--- src/rtl/alu_seq_acc_if.sv ---
// Handshake bundle for alu_seq_acc: operand/op request channel and result/flag response channel.
// master drives requests and accepts results; slave is the ALU itself.
interface alu_seq_acc_if #(
    parameter int WIDTH = 8
);
    logic             in_valid;
    logic             in_ready;
    logic [WIDTH-1:0] a;
    logic [WIDTH-1:0] b;
    logic [2:0]       op;
    logic             acc_sel;
    logic             out_valid;
    logic             out_ready;
    logic [WIDTH-1:0] y;
    logic [3:0]       flags;
    logic             busy;

    modport master (
        output in_valid, a, b, op, acc_sel, out_ready,
        input  in_ready, out_valid, y, flags, busy
    );

    modport slave (
        input  in_valid, a, b, op, acc_sel, out_ready,
        output in_ready, out_valid, y, flags, busy
    );
endinterface

--- src/rtl/alu_seq_acc.sv ---
// Registered ALU with valid/ready handshake, iterative shift-add multiplier,
// {C,V,N,Z} flags and an accumulator selectable as operand A.
//
//   state   | meaning
//   --------+--------------------------------------------------------------
//   IDLE    | ready for a bundle; non-MUL result registered on accept
//   MUL     | one shift-add step per cycle, down-counter from WIDTH to 1
//   DONE    | result/flags held with out_valid until out_ready
module alu_seq_acc #(
    parameter int WIDTH  = 8,
    parameter int MUL_EN = 1
) (
    input  logic         clk,
    input  logic         rst,
    alu_seq_acc_if.slave bus
);
    localparam int CW = $clog2(WIDTH + 1);
    localparam logic [WIDTH-1:0] W_VAL = WIDTH'(WIDTH);

    localparam logic [2:0] OP_ADD = 3'b000;
    localparam logic [2:0] OP_SUB = 3'b001;
    localparam logic [2:0] OP_AND = 3'b010;
    localparam logic [2:0] OP_OR  = 3'b011;
    localparam logic [2:0] OP_XOR = 3'b100;
    localparam logic [2:0] OP_SHL = 3'b101;
    localparam logic [2:0] OP_SHR = 3'b110;
    localparam logic [2:0] OP_MUL = 3'b111;

    typedef enum logic [1:0] {
        ST_IDLE = 2'd0,
        ST_MUL  = 2'd1,
        ST_DONE = 2'd2
    } state_t;

    state_t state, state_nxt;

    logic [WIDTH-1:0]   acc;
    logic [WIDTH-1:0]   y_q;
    logic [3:0]         flags_q;
    logic [WIDTH-1:0]   mcand;
    logic [2*WIDTH-1:0] prod;
    logic [CW-1:0]      cnt;

    logic               accept;
    logic               is_mul;
    logic               mul_last;
    logic [WIDTH-1:0]   opa;
    logic [WIDTH-1:0]   opb;

    logic [WIDTH-1:0]   alu_y;
    logic               alu_c;
    logic               alu_v;
    logic [WIDTH:0]     sum_ext;
    logic [WIDTH-1:0]   diff;
    logic [WIDTH:0]     shl_ext;
    logic [WIDTH:0]     shr_ext;
    logic               shift_zero;
    logic               shift_big;

    logic [WIDTH:0]     mul_sum;
    logic [2*WIDTH-1:0] prod_step;

    assign opa      = bus.acc_sel ? acc : bus.a;
    assign opb      = bus.b;
    assign accept   = bus.in_valid && bus.in_ready;
    assign is_mul   = (MUL_EN != 0) && (bus.op == OP_MUL);
    assign mul_last = (cnt == CW'(1));

    // Shift-add step: add multiplicand into the high half when the current
    // multiplier bit (prod[0]) is set, then shift the whole product right.
    assign mul_sum   = {1'b0, prod[2*WIDTH-1:WIDTH]} + (prod[0] ? {1'b0, mcand} : '0);
    assign prod_step = {mul_sum, prod[WIDTH-1:1]};

    // ------------------------------------------------------------------
    // Single-cycle operations on the live inputs, registered on accept.
    // ------------------------------------------------------------------
    always_comb begin
        alu_y      = '0;
        alu_c      = 1'b0;
        alu_v      = 1'b0;
        sum_ext    = {1'b0, opa} + {1'b0, opb};
        diff       = opa - opb;
        shl_ext    = {1'b0, opa} << opb;
        shr_ext    = {opa, 1'b0} >> opb;
        shift_zero = (opb == '0);
        shift_big  = (opb >= W_VAL);
        case (bus.op)
            OP_ADD: begin
                alu_y = sum_ext[WIDTH-1:0];
                alu_c = sum_ext[WIDTH];
                alu_v = (opa[WIDTH-1] == opb[WIDTH-1]) && (alu_y[WIDTH-1] != opa[WIDTH-1]);
            end
            OP_SUB: begin
                alu_y = diff;
                alu_c = (opa < opb);
                alu_v = (opa[WIDTH-1] != opb[WIDTH-1]) && (alu_y[WIDTH-1] != opa[WIDTH-1]);
            end
            OP_AND: alu_y = opa & opb;
            OP_OR:  alu_y = opa | opb;
            OP_XOR: alu_y = opa ^ opb;
            OP_SHL: begin
                if (shift_zero) begin
                    alu_y = opa;
                end else if (!shift_big) begin
                    {alu_c, alu_y} = shl_ext;
                end
            end
            OP_SHR: begin
                if (shift_zero) begin
                    alu_y = opa;
                end else if (!shift_big) begin
                    {alu_y, alu_c} = shr_ext;
                end
            end
            // Reached only with the multiplier compiled out: MUL degrades to AND.
            default: alu_y = opa & opb;
        endcase
    end

    // ------------------------------------------------------------------
    // FSM: state register / next-state / outputs
    // ------------------------------------------------------------------
    always_ff @(posedge clk or posedge rst) begin
        if (rst) begin
            state <= ST_IDLE;
        end else begin
            state <= state_nxt;
        end
    end

    always_comb begin
        state_nxt = state;
        case (state)
            ST_IDLE: begin
                if (bus.in_valid) begin
                    state_nxt = is_mul ? ST_MUL : ST_DONE;
                end
            end
            ST_MUL: begin
                if (mul_last) begin
                    state_nxt = ST_DONE;
                end
            end
            ST_DONE: begin
                if (bus.out_ready) begin
                    state_nxt = ST_IDLE;
                end
            end
            default: state_nxt = ST_IDLE;
        endcase
    end

    always_comb begin
        bus.in_ready  = (state == ST_IDLE) && !rst;
        bus.out_valid = (state == ST_DONE);
        bus.busy      = (state == ST_MUL) || (state == ST_DONE);
        bus.y         = y_q;
        bus.flags     = flags_q;
    end

    // ------------------------------------------------------------------
    // Datapath: result/flag/accumulator registers and multiplier state
    // ------------------------------------------------------------------
    always_ff @(posedge clk or posedge rst) begin
        if (rst) begin
            y_q     <= '0;
            flags_q <= '0;
            acc     <= '0;
            mcand   <= '0;
            prod    <= '0;
            cnt     <= '0;
        end else begin
            if (state == ST_IDLE && accept) begin
                if (is_mul) begin
                    mcand <= opa;
                    prod  <= {{WIDTH{1'b0}}, opb};
                    cnt   <= CW'(WIDTH);
                end else begin
                    y_q     <= alu_y;
                    flags_q <= {alu_c, alu_v, alu_y[WIDTH-1], (alu_y == '0)};
                    acc     <= alu_y;
                end
            end
            if (state == ST_MUL) begin
                prod <= prod_step;
                cnt  <= cnt - CW'(1);
                // The last step's product is taken straight into the result so
                // DONE is entered after exactly WIDTH multiplier cycles.
                if (mul_last) begin
                    y_q     <= prod_step[WIDTH-1:0];
                    flags_q <= {(|prod_step[2*WIDTH-1:WIDTH]), 1'b0,
                                prod_step[WIDTH-1], (prod_step[WIDTH-1:0] == '0)};
                    acc     <= prod_step[WIDTH-1:0];
                end
            end
        end
    end
endmodule

--- src/flat_wrapper.sv ---
// flat-port wrapper written by rule: the top's interface ports become plain ports
module alu_seq_acc_flat 
#(
    parameter int WIDTH  = 8,
    parameter int MUL_EN = 1
)
  (clk, rst, bus_in_valid, bus_a, bus_b, bus_op, bus_acc_sel, bus_out_ready, bus_in_ready, bus_out_valid, bus_y, bus_flags, bus_busy);
  alu_seq_acc_if #(.WIDTH(WIDTH)) bus_i ();
  input  logic clk;
  input  logic rst;
  input wire logic [$bits(bus_i.in_valid)-1:0] bus_in_valid;
  input wire logic [$bits(bus_i.a)-1:0] bus_a;
  input wire logic [$bits(bus_i.b)-1:0] bus_b;
  input wire logic [$bits(bus_i.op)-1:0] bus_op;
  input wire logic [$bits(bus_i.acc_sel)-1:0] bus_acc_sel;
  input wire logic [$bits(bus_i.out_ready)-1:0] bus_out_ready;
  output wire logic [$bits(bus_i.in_ready)-1:0] bus_in_ready;
  output wire logic [$bits(bus_i.out_valid)-1:0] bus_out_valid;
  output wire logic [$bits(bus_i.y)-1:0] bus_y;
  output wire logic [$bits(bus_i.flags)-1:0] bus_flags;
  output wire logic [$bits(bus_i.busy)-1:0] bus_busy;
  assign bus_i.in_valid = bus_in_valid;
  assign bus_i.a = bus_a;
  assign bus_i.b = bus_b;
  assign bus_i.op = bus_op;
  assign bus_i.acc_sel = bus_acc_sel;
  assign bus_i.out_ready = bus_out_ready;
  assign bus_in_ready = bus_i.in_ready;
  assign bus_out_valid = bus_i.out_valid;
  assign bus_y = bus_i.y;
  assign bus_flags = bus_i.flags;
  assign bus_busy = bus_i.busy;
  alu_seq_acc #(.WIDTH(WIDTH), .MUL_EN(MUL_EN)) u_core (.clk(clk), .rst(rst), .bus(bus_i));
endmodule
--- config.mk ---
export PLATFORM = sky130hd
export DESIGN_NAME = alu_seq_acc_flat
export DESIGN_NICKNAME = d
export VERILOG_FILES = /design/src/rtl/alu_seq_acc_if.sv /design/src/rtl/alu_seq_acc.sv /design/src/flat_wrapper.sv
export SDC_FILE = /design/constraint.sdc
export NUM_CORES = 1
export LEC_CHECK = 0
export CAP_MARGIN = 20
export CORE_MARGIN = 8
export CORE_UTILIZATION = 40
export DETAILED_ROUTE_END_ITERATION = 6
export GPL_TIMING_DRIVEN = 1
export SLEW_MARGIN = 20
export SYNTH_ARGS = -nofsm -noshare
export SYNTH_HDL_FRONTEND = slang
export SYNTH_SLANG_ARGS = --single-unit
--- constraint.sdc ---
create_clock -name clk -period 3.6 [get_ports clk]
set_input_delay 0.72 -clock clk [delete_from_list [all_inputs] [get_ports clk]]
set_output_delay 0.72 -clock clk [all_outputs]
set_load 0.01 [all_outputs]
==> results.txt <==
The flow ran to the end, and the final reports show no timing, DRC or antenna violations. Counting flops with an async set or reset pin after synthesis yields a share of between 90% and 100%. The detailed placer's ending HPWL came out at 13200 um.

TritonCTS built the clock tree. The TritonCTS buffer count came out at 5. The finished cells cover 6170 um^2. The number of antenna violations at the first check in global routing came out at 0. The cell count after synthesis came out at approximately 600. The power per cell area is between 500 and 600 nW/um^2. The count of pins over their slew limit is 0.

The clock skew is roughly 9.2 ps. The number of endpoints with negative hold slack in the final report came to 0. The placed cell count is 835. The tightest hold path in the finished design has a slack of 479 ps.

The worst slew slack as a fraction of its limit is about two fifths. The number of distinct standard cells referenced by the synthesized netlist is slightly below 70. The total die area is between 15000 and 20000 um^2. The post-detailed-placement cell area is between 5000 and 6000 um^2.

The pin count of the biggest net entering global routing is slightly above 50. The sequential cell area fraction in the yosys report is about a quarter. The min-delay analysis places its worst path in the category flop to flop. The maximum level of the CTS H-tree is 2.

The maximum clock path buffer count is 2. STA classifies the critical path startpoint as an input pin. The number of flip-flops and latches in the synthesized netlist came out at 50. The core region is 11500 um^2. The period utilization came out at 96.4%.

The I/O pin count came out at 39. Counting the fill cells in the layout gives 1075. The DRC violation total after the first TritonRoute iteration came out at approximately 590. The critical path arrival came out at between 3000 and 4000 ps.

Yosys printed 0 warnings. The worst path meets setup with 129 ps of slack. The placer congestion estimate is approximately 1. The met3 demand-to-capacity share in global routing is roughly 3.7%.

The clock latency at the later pin of the worst-skew pair came out at 300 ps. The remaining global-route overflow is 0. For the worst setup path, the data required time is 3770 ps. The count of inserted antenna diode cells is 0. The non-filler instance count after layout is 844. Counting I/O delays and the setup requirement, the final critical path takes 3470 ps. The met1 routing resource usage after global routing is 29.0%.

For this block, the routed nets add up to 16900 um of wire. The reported max-cap violation count is 0. The number of nets in the synthesized netlist is between 600 and 700.

The root buffer cell chosen for the clock tree is sky130_fd_sc_hd__clkbuf_16. The first global-routing pass estimated approximately 27000 um of wire. The kind of end point of the critical path is a flop.

The number of enable flip-flop cells after synthesis came out at 0. Of all nets on the critical path, the largest fanout is 2. For the pin with the worst max-slew slack, the measured transition is slightly below 900 ps. The met2 demand-to-capacity share in global routing is around a third.

The number of failing setup endpoints in the final timing report is 0. The average instance area after synthesis came out at 8.02 um^2. The detail route stage leaves a number of antenna-violating nets equal to 0. In this run the most used layer during global routing was met2.

The worst setup slack before clock tree synthesis is -467 ps. The number of clock sinks came out at 50. The count of input and output buffers is 38. The worst-case IR drop observed on VDD is roughly 0.29 mV. The number of rows created at floorplan came out at 39. The initial core utilization came out at between 40% and 50%. The via count of the first global-routing pass came to about 5000. The leakage power of the design is ~2.8 nW. The total vias in the final route is between 4000 and 5000. The width of the die is 125 um. The clock transition time at the flip-flop clock pins of the worst setup and hold paths came out at around 70 ps. Hold repair after CTS inserted 0 buffers. Timing would allow up to approximately 290 MHz. The iteration count of the initial detailed-routing pass came out at 6.

The all-layer global routing usage is between 20% and 30%. The total standard cell area after synthesis is between 4000 and 5000 um^2. The post-layout net count is about 760.

Compared with the post-synthesis result, the final layout area differs by 29.9%. The design draws about 3.5 mW. The dominant register cell in the synthesized netlist is sky130_fd_sc_hd__dfrtp_1. The die height came out at around 120 um. The critical path class is input pin to flop.

Dividing the detail-routed wire length by the instance count gives between 20 and 25 um. The remaining routing DRC violations came out at 0. Setup repair after global routing left no endpoint under its margin. After detailed routing, the number of vias per cell comes to a little under 6. The post-route netlist has 20.1% of its cells at a drive strength greater than 1.
-- worst max-delay path, cell delays in order --
cell	delay (ps)
sky130_fd_sc_hd__clkdlybuf4s50_1	480
sky130_fd_sc_hd__mux2i_2	100
sky130_fd_sc_hd__buf_4	150
sky130_fd_sc_hd__ha_1	200
sky130_fd_sc_hd__fa_1	400
sky130_fd_sc_hd__or3_1	420
sky130_fd_sc_hd__a31oi_2	250
sky130_fd_sc_hd__o311a_1	190
sky130_fd_sc_hd__a31oi_2	50
sky130_fd_sc_hd__mux2i_1	250
sky130_fd_sc_hd__o211a_1	210
sky130_fd_sc_hd__a21o_1	130
sky130_fd_sc_hd__o21ai_0	90
-- power by group --
group / internal [mW] / switching, mW / total [mW] / leakage [nW]
registers: 0.807 / 0.221 / 1.03 / 0.618
logic: 0.937 / 1.02 / 1.96 / 2.06
clock network: 0.328 / 0.215 / 0.544 / 0.0771
total: 2.07 / 1.45 / 3.53 / 2.75
-- kinds of logic (layout without fill, tap and decap cells) --
kind of cell | Yosys count | in the layout | synth area share [%]
compound gates | 169 | 169 | 23.5
xor+xnor | 16 | 16 | 2.95
fa+ha+maj | 40 | 40 | 11.0
buf+inv | 67 | 176 | 5.75
flops | 50 | 50 | 26.4
mux | 31 | 31 | 9.28
simple gates | 219 | 219 | 21.2
-- final cells by class --
type	instances	area, um^2	share of cell area, %
Inverter	32	121	1.97
Clock buffer	6	129	2.09
Tap cell	143	179	2.90
Clock inverter	2	37.5	0.609
Multi-Input combinational cell	475	3310	53.8
Sequential cell	50	1250	20.3
Timing Repair Buffer	136	1130	18.4
-- synth_stat cells, types with 5 or more instances --
cell type                  number  share of area (%)
sky130_fd_sc_hd__o21ai_0       47                5.0
sky130_fd_sc_hd__xor2_1         6                1.1
sky130_fd_sc_hd__or3_1          5               0.66
sky130_fd_sc_hd__nor3_1        15                1.6
sky130_fd_sc_hd__clkbuf_1      21                1.7
sky130_fd_sc_hd__a21o_1         6               0.95
sky130_fd_sc_hd__a22o_1         5               0.92
sky130_fd_sc_hd__mux2i_4        6                2.8
sky130_fd_sc_hd__nor2b_1        7               0.92
sky130_fd_sc_hd__xnor2_1       10                1.8
sky130_fd_sc_hd__nor4_1         8                1.1
sky130_fd_sc_hd__inv_1         28                2.2
sky130_fd_sc_hd__nand3_1       17                1.8
sky130_fd_sc_hd__mux2i_1       19                4.0
sky130_fd_sc_hd__a21oi_1       34                3.6
sky130_fd_sc_hd__nor2_1        57                4.5
sky130_fd_sc_hd__buf_2          8               0.84
sky130_fd_sc_hd__o22ai_1        8                1.1
sky130_fd_sc_hd__a31oi_1        6               0.79
sky130_fd_sc_hd__a211oi_1       7                1.1
sky130_fd_sc_hd__ha_1          37                9.8
sky130_fd_sc_hd__nand2b_1      11                1.4
sky130_fd_sc_hd__nand2_1       78                6.2
sky130_fd_sc_hd__and2_1         9                1.2
sky130_fd_sc_hd__dfrtp_1       50                 26
-- sequential cells by signal, summed over array words and instances, names as in the netlist --
register,count
u_core.acc,8
u_core.bus.flags,4
u_core.bus.y,8
u_core.cnt,4
u_core.mcand,8
u_core.prod,16
u_core.state,2
-- path summary, 6_finish.rpt --
path	from	end	slack, ps	depth (start not counted)
max	bus_a[0]	u_core.bus.y[6]$_DFF_PP0_	130	13
min	u_core.cnt[3]$_DFFE_PP0P_	u_core.cnt[3]$_DFFE_PP0P_	480	1
max reg2reg	u_core.prod[0]$_DFFE_PP0P_	u_core.bus.flags[3]$_DFF_PP0_	620	11
min reg2reg	u_core.cnt[3]$_DFFE_PP0P_	u_core.cnt[3]$_DFFE_PP0P_	480	1
max in group asynchronous	rst	u_core.prod[12]$_DFFE_PP0P_	2140	2
min in group asynchronous	rst	u_core.state[1]$_DFFE_PP0P_	930	2
-- repair_timing --
item                       4_1_cts  5_1_grt
gates resized for setup          8       16
pin swaps                        1        2
setup endpoints to repair       10       16
setup buffers                    0        1
gates cloned                     0        0
-- placed cells by master, fill, tap and decap left out, types with 6 or more instances in the layout --
master,netlist,routed
sky130_fd_sc_hd__nand3_1,17,17
sky130_fd_sc_hd__ha_1,37,37
sky130_fd_sc_hd__dfrtp_1,50,50
sky130_fd_sc_hd__xor2_1,6,6
sky130_fd_sc_hd__o22ai_1,8,8
sky130_fd_sc_hd__a21o_1,6,6
sky130_fd_sc_hd__buf_4,1,95
sky130_fd_sc_hd__mux2i_4,6,7
sky130_fd_sc_hd__a21oi_1,34,32
sky130_fd_sc_hd__nand2b_1,11,11
sky130_fd_sc_hd__clkdlybuf4s50_1,0,37
sky130_fd_sc_hd__nand2_1,78,78
sky130_fd_sc_hd__mux2i_1,19,18
sky130_fd_sc_hd__o21ai_0,47,45
sky130_fd_sc_hd__xnor2_1,10,9
sky130_fd_sc_hd__and2_1,9,9
sky130_fd_sc_hd__nor2_1,57,57
sky130_fd_sc_hd__nor3_1,15,14
sky130_fd_sc_hd__inv_1,28,27
sky130_fd_sc_hd__nor4_1,8,7
sky130_fd_sc_hd__nor2b_1,7,7
-- metrics by stage --
stage | TNS (ps) | util [%]
floorplan | 0 | -
global placement | -4690 | 51.1
detailed placement | -5010 | 51.1
CTS | 0 | 52.9
global route | 0 | 53.5
finish | 0 | 53.5
-- metal layers --
layer | part of all wire [%] | wire (um)
met3 | 7.5 | 1280
met5 | 0 | 0
met1 | 46 | 7770
met4 | 2.2 | 365
met2 | 44 | 7530
(Power assumes the default switching activity.)
